[src/rtl/traffic_pkg.sv]
// Shared definitions for the intersection controller: phase encoding,
// default durations, counter width and a small helper function.
package traffic_pkg;

  localparam int CNT_W          = 6;
  localparam int GREEN_MIN_DEF  = 10;
  localparam int GREEN_MAX_DEF  = 30;
  localparam int YELLOW_LEN_DEF = 5;
  localparam int ALLRED_LEN_DEF = 2;
  localparam int WALK_LEN_DEF   = 7;

  // Phase codes; PH_ILL is never entered deliberately and is recovered from.
  typedef enum logic [2:0] {
    PH_NS_G = 3'd0,
    PH_NS_Y = 3'd1,
    PH_AR1  = 3'd2,
    PH_EW_G = 3'd3,
    PH_EW_Y = 3'd4,
    PH_AR2  = 3'd5,
    PH_PRE  = 3'd6,
    PH_ILL  = 3'd7
  } phase_t;

  function automatic int imax(input int a, input int b);
    return (a > b) ? a : b;
  endfunction

endpackage

[src/rtl/phase_timer.sv]
// Per-phase tick counter: synchronous clear, saturating increment on tick,
// and an expire flag raised on the tick where cnt has reached len-1.
module phase_timer
  import traffic_pkg::*;
(
  input  logic             clk,
  input  logic             rst,
  input  logic             tick,
  input  logic             clr,
  input  logic [CNT_W-1:0] len,
  output logic [CNT_W-1:0] cnt,
  output logic             expire
);

  logic [CNT_W-1:0] cnt_d, cnt_q;

  // Next count: clear wins, otherwise saturating increment on tick.
  always_comb begin
    cnt_d = cnt_q;
    if (clr) begin
      cnt_d = '0;
    end else if (tick && (cnt_q != {CNT_W{1'b1}})) begin
      cnt_d = cnt_q + 1'b1;
    end
  end

  // Count register.
  always_ff @(posedge clk) begin
    if (rst) cnt_q <= '0;
    else     cnt_q <= cnt_d;
  end

  assign cnt    = cnt_q;
  assign expire = tick && (cnt_q >= (len - 1'b1));

endmodule

[src/rtl/intersection_ctrl.sv]
// Two-head intersection controller (NS / EW) with demand-driven green
// arbitration, latched pedestrian requests and emergency preemption.
// Optional pedestrian walk outputs: define INTERSECTION_PED_WALK_EN.
module intersection_ctrl
  import traffic_pkg::*;
#(
  parameter int GREEN_MIN  = GREEN_MIN_DEF,
  parameter int GREEN_MAX  = GREEN_MAX_DEF,
  parameter int YELLOW_LEN = YELLOW_LEN_DEF,
  parameter int ALLRED_LEN = ALLRED_LEN_DEF,
  parameter int WALK_LEN   = WALK_LEN_DEF
) (
  input  logic       clk,
  input  logic       rst,
  input  logic       tick,
  input  logic       car_ns,
  input  logic       car_ew,
  input  logic       ped_ns,
  input  logic       ped_ew,
  input  logic       preempt,
  output logic       R_ns,
  output logic       Y_ns,
  output logic       G_ns,
  output logic       R_ew,
  output logic       Y_ew,
  output logic       G_ew,
`ifdef INTERSECTION_PED_WALK_EN
  output logic       walk_ns,
  output logic       walk_ew,
`endif
  output logic [2:0] phase
);

  localparam logic [CNT_W-1:0] LEN_GMIN = CNT_W'(GREEN_MIN);
  localparam logic [CNT_W-1:0] LEN_Y    = CNT_W'(YELLOW_LEN);
  localparam logic [CNT_W-1:0] LEN_AR   = CNT_W'(ALLRED_LEN);
  localparam logic [CNT_W-1:0] GMAX_M1  = CNT_W'(GREEN_MAX - 1);

  // Every duration must be at least one tick for the len-1 compare to hold.
  if (GREEN_MIN < 1 || GREEN_MAX < GREEN_MIN || YELLOW_LEN < 1 ||
      ALLRED_LEN < 1 || WALK_LEN < 1) begin : g_bad_params
    $error("intersection_ctrl: illegal duration parameters");
  end

  phase_t           phase_d, phase_q;
  logic             ped_ns_lat_d, ped_ns_lat_q;
  logic             ped_ew_lat_d, ped_ew_lat_q;
  logic [CNT_W-1:0] cnt;
  logic [CNT_W-1:0] len;
  logic             expire;
  logic             phase_chg;
  logic             dem_ns, dem_ew;
  logic             ns_go, ew_go;
  logic             enter_ns, enter_ew;
  logic [CNT_W-1:0] len_green_ns, len_green_ew;

  assign dem_ns    = car_ns | ped_ns_lat_q;
  assign dem_ew    = car_ew | ped_ew_lat_q;
  assign phase_chg = (phase_d != phase_q);
  assign enter_ns  = (phase_d == PH_NS_G) && (phase_q != PH_NS_G);
  assign enter_ew  = (phase_d == PH_EW_G) && (phase_q != PH_EW_G);

`ifdef INTERSECTION_PED_WALK_EN
  localparam logic [CNT_W-1:0] LEN_GWALK = CNT_W'(imax(GREEN_MIN, WALK_LEN + 3));
  localparam logic [CNT_W-1:0] WALK_CNT  = CNT_W'(WALK_LEN);

  logic walk_srv_ns_d, walk_srv_ns_q;
  logic walk_srv_ew_d, walk_srv_ew_q;

  // A served walk is remembered for the whole green it was granted in.
  always_comb begin
    walk_srv_ns_d = 1'b0;
    walk_srv_ew_d = 1'b0;
    if (phase_d == PH_NS_G) walk_srv_ns_d = enter_ns ? ped_ns_lat_q : walk_srv_ns_q;
    if (phase_d == PH_EW_G) walk_srv_ew_d = enter_ew ? ped_ew_lat_q : walk_srv_ew_q;
  end

  // Walk-served flags.
  always_ff @(posedge clk) begin
    if (rst) begin
      walk_srv_ns_q <= 1'b0;
      walk_srv_ew_q <= 1'b0;
    end else begin
      walk_srv_ns_q <= walk_srv_ns_d;
      walk_srv_ew_q <= walk_srv_ew_d;
    end
  end

  assign walk_ns      = (phase_q == PH_NS_G) && walk_srv_ns_q && (cnt < WALK_CNT);
  assign walk_ew      = (phase_q == PH_EW_G) && walk_srv_ew_q && (cnt < WALK_CNT);
  assign len_green_ns = walk_srv_ns_q ? LEN_GWALK : LEN_GMIN;
  assign len_green_ew = walk_srv_ew_q ? LEN_GWALK : LEN_GMIN;
`else
  assign len_green_ns = LEN_GMIN;
  assign len_green_ew = LEN_GMIN;
`endif

  // Select the duration the timer compares against for the current phase.
  always_comb begin
    len = LEN_AR;
    case (phase_q)
      PH_NS_G:          len = len_green_ns;
      PH_EW_G:          len = len_green_ew;
      PH_NS_Y, PH_EW_Y: len = LEN_Y;
      default:          len = LEN_AR;
    endcase
  end

  phase_timer u_timer (
    .clk    (clk),
    .rst    (rst),
    .tick   (tick),
    .clr    (phase_chg),
    .len    (len),
    .cnt    (cnt),
    .expire (expire)
  );

  // Green yields only with opposing demand, once the minimum (or maximum) is met.
  assign ns_go = dem_ew && (expire || (tick && (cnt >= GMAX_M1) && (cnt >= len - 1'b1)));
  assign ew_go = dem_ns && (expire || (tick && (cnt >= GMAX_M1) && (cnt >= len - 1'b1)));

  // Next-phase logic; preemption is checked every clock ahead of tick timing.
  always_comb begin
    phase_d = phase_q;
    case (phase_q)
      PH_NS_G: if (preempt || ns_go) phase_d = PH_NS_Y;
      PH_EW_G: if (preempt || ew_go) phase_d = PH_EW_Y;
      PH_NS_Y: if (expire) phase_d = preempt ? PH_PRE : PH_AR1;
      PH_EW_Y: if (expire) phase_d = preempt ? PH_PRE : PH_AR2;
      PH_AR1:  if (preempt) phase_d = PH_PRE;
               else if (expire) phase_d = PH_EW_G;
      PH_AR2:  if (preempt) phase_d = PH_PRE;
               else if (expire) phase_d = PH_NS_G;
      PH_PRE:  if (!preempt) phase_d = PH_AR2;
      default: phase_d = PH_AR2;
    endcase
  end

  // Pedestrian latches: a new request beats the clear on green entry.
  always_comb begin
    ped_ns_lat_d = ped_ns | (ped_ns_lat_q & ~enter_ns);
    ped_ew_lat_d = ped_ew | (ped_ew_lat_q & ~enter_ew);
  end

  // Phase and latch registers.
  always_ff @(posedge clk) begin
    if (rst) begin
      phase_q      <= PH_NS_G;
      ped_ns_lat_q <= 1'b0;
      ped_ew_lat_q <= 1'b0;
    end else begin
      phase_q      <= phase_d;
      ped_ns_lat_q <= ped_ns_lat_d;
      ped_ew_lat_q <= ped_ew_lat_d;
    end
  end

  // Lamp decode: exactly one lamp per head, red on anything not explicitly go.
  always_comb begin
    R_ns = 1'b1; Y_ns = 1'b0; G_ns = 1'b0;
    R_ew = 1'b1; Y_ew = 1'b0; G_ew = 1'b0;
    case (phase_q)
      PH_NS_G: begin R_ns = 1'b0; G_ns = 1'b1; end
      PH_NS_Y: begin R_ns = 1'b0; Y_ns = 1'b1; end
      PH_EW_G: begin R_ew = 1'b0; G_ew = 1'b1; end
      PH_EW_Y: begin R_ew = 1'b0; Y_ew = 1'b1; end
      default: ;
    endcase
  end

  assign phase = phase_q;

endmodule

[config.mk]
export PLATFORM = sky130hd
export DESIGN_NAME = intersection_ctrl
export DESIGN_NICKNAME = d
export VERILOG_FILES = /design/src/rtl/traffic_pkg.sv /design/src/rtl/phase_timer.sv /design/src/rtl/intersection_ctrl.sv
export SDC_FILE = /design/constraint.sdc
export NUM_CORES = 1
export LEC_CHECK = 0
export CORE_UTILIZATION = 47
export CTS_BUF_LIST = sky130_fd_sc_hd__clkbuf_8
export CTS_CLUSTER_DIAMETER = 150
export DETAILED_ROUTE_END_ITERATION = 6
export PLACE_DENSITY_LB_ADDON = 0.2
export SYNTH_ARGS = -nofsm -noshare
export SYNTH_HDL_FRONTEND = slang
export SYNTH_SLANG_ARGS = --single-unit
export TNS_END_PERCENT = 30
[constraint.sdc]
create_clock -name clk -period 2.85 [get_ports clk]
set_input_delay 0.57 -clock clk [delete_from_list [all_inputs] [get_ports clk]]
set_output_delay 0.57 -clock clk [all_outputs]
set_load 0.05 [all_outputs]
==> metrics <==
Antenna Nets Post-Route 0; Initial Utilization 50.0%; FP Rows 15; vias per cell between 5 and 6; outcome completed; area of the multi-input gates 697 um^2; worst slew pin tran 534 ps; I/O Pins 17; Residual DRC 0; CTS Hold Bufs 0; final setup vio count 0; hpwl dp ~1.7 mm; Hold Path Class reg -> reg; Post-Syn Nets 126; Static Leak 0.485 nW; synth top area cells dfxtp_1, nor2_1, ha_1, a21oi_1, o21ai_0; Finished Layout Cells between 150 and 200; Routed WL per cell 14.6 um; Unique masters post-synth 39; vias in the first global route 820; Top delay family on crit path compound AO/OA/AOI/OAI gates; CTS tree yes; Slew HR ~64%; largest net degree at the start of global routing 13; FF+latch count, synth 11; GPL Wtd Cong 0.882; Die Span Y ~45 um; CP required 3020 ps; Cell Chain, Critical Path nor2_4 > clkinvlp_4 > nor2_4 > nor2_4 > ha_4 > a2111oi_4 > o21a_4 > o41ai_2 > a2111o_1 > a211o_4 > nor3_2; M1 GR Usage approximately 33%; Hold Slack 508 ps; first-pass GRT wire length 3.49 mm; 1st-iter DRT viols 45; share of cells above drive strength 1 roughly 30%; DIE WIDTH roughly 45 um; met2 usage 38.2%; Crit path arrival time 2930 ps; FF/Latch Area 226 um^2; Die Area 2010 um^2; Mapped Cells 113; CTS buffer count 3; H-Tree Level Count 1; gr busiest metal met2; max cap viols 0; grt met3 use 2.80%; IO buf count 16; Final Max Tran Viols 0; worst vdd ir ~0.34 mV; leading area contributor after synthesis dfxtp_1; worst skew pair latency 230 ps; Final Routed Wirelength between 2 and 2.5 mm; Bufs and invs on worst path 1; area delta synth->final 51.6%; Tot GR Track Use 23.8%; max incr delay on CP about 410 ps; CP max FO 6; Final #Nets 158; clock transition at the registers of the reported paths about 50 ps; vias 1,012; Crit-path slowest cell a2111o_1; Tmin final 2760 ps; Synth top area share about 26%; CTS sink count 11; kind of critical path reg -> reg; synthesized area between 800 and 900 um^2; total grt overflow 0; crit path launch type register; clock skew roughly 4.6 ps; Tcrit/Tclk final a little over nine tenths; Warnings, synthesis 0; nature of the critical path endpoint register; Max Fclk 362 MHz; commonest non-fill, non-tap cell in the layout clkdlybuf4s50_1; Post-Syn Area per Cell ~7.6 um^2; final hold vios 0; CP dominant cell by count nor2_4; clk root buf clkbuf_8; fillers 126; Core Area 1730 um^2; CTS Buffer Depth 2; First-pass DRT Iterations 4; most frequent cells in the layout clkdlybuf4s50_1, buf_4, nor2_1; initial antenna violation count 0; total inserted antenna cells 0; sequential area share after synthesis 25.5%; power per cell area 377 nW/um^2; placed insts 157
-- cells by family (layout without fill, tap and decap cells) --
kind of cell,Yosys count,after routing,synth area share [%]
AOI/OAI and AO/OA,37,37,32.5
and+or+nand+nor,45,45,25.5
xor gates and xnor gates,2,2,2.03
other,1,1,0.434
DFF,11,11,25.5
muxes,2,2,2.32
buffers and inverters,10,41,4.49
adders and majority gates,5,5,7.25
-- final timing paths --
path | start | end | slack (ps) | cells after the start
setup / recovery | phase[1] | u_timer.cnt[2] | 90 | 11
hold / removal | ped_ew_lat_q | ped_ew_lat_q | 510 | 2
setup reg to reg | phase[1] | u_timer.cnt[2] | 90 | 11
hold reg to reg | ped_ew_lat_q | ped_ew_lat_q | 510 | 2
-- cell type report --
class	instances	area share (%)
clock inverters	1	0.382
flip-flops and latches	11	17.3
clock buffers	3	3.15
well taps	25	2.39
repair buffers	32	21.8
inverters	5	1.72
multi-input cells	92	53.3
-- synth_stat cells, drive strengths merged --
master	number
and3b	1
o31ai	1
ha	5
a2111oi	1
o211ai	2
nor2b	2
a211o	1
a211oi	1
nor3b	1
o31a	2
inv	5
a311oi	2
nand3	4
nor2	18
mux2i	2
xnor2	2
o21a	3
a41oi	1
a21oi	8
o41ai	2
nor4	2
o2111ai	1
or3	2
dfxtp	11
conb	1
and2	1
a31oi	3
nor3	4
a221oi	1
clkbuf	4
and3	1
buf	1
nand2	8
a2111o	1
o21ai	7
or2	1
-- per-layer routing --
metal,wire length (um),vias to the layer above
li1,-,485
met1,1100,460
met2,1110,57
met3,198,10
met4,69,0
met5,0,-
-- timing repair --
action                                  CTS  global route
resized for setup                         0            12
setup buffers                             0             8
endpoints found under the setup margin    0             9
-- stage by stage --
stage               instance area (um^2)  util [%]  power (mW)  setup TNS (ps)  worst slack [ps]
finish                              1310      75.8       0.493               0              86.5
detailed placement                  1140      65.9       0.322               0              13.1
CTS                                 1180      68.6       0.473               0              6.22
global placement                    1140      65.9       0.320               0              99.9
global route                        1310      75.8       0.519           -16.7             -16.7
floorplan                            913         -       0.272           -3510              -479
-- flip-flops by register name, summed over array words and instances, names as in the netlist --
register / cells
ped_ns_lat_q: 1
phase: 3
ped_ew_lat_q: 1
u_timer.cnt: 6
-- power breakdown --
group | internal, mW | switching, mW
Clock | 0.0956 | 0.0540
Combinational | 0.0745 | 0.101
Sequential | 0.161 | 0.00737
Total | 0.331 | 0.162
-- worst min-delay path, cell delays in order, from the launching register on --
cell and delay, ps:
dfxtp_1 300, nor2_1 90, a311oi_1 60
Note: power is estimated with default switching activity, not from simulation.
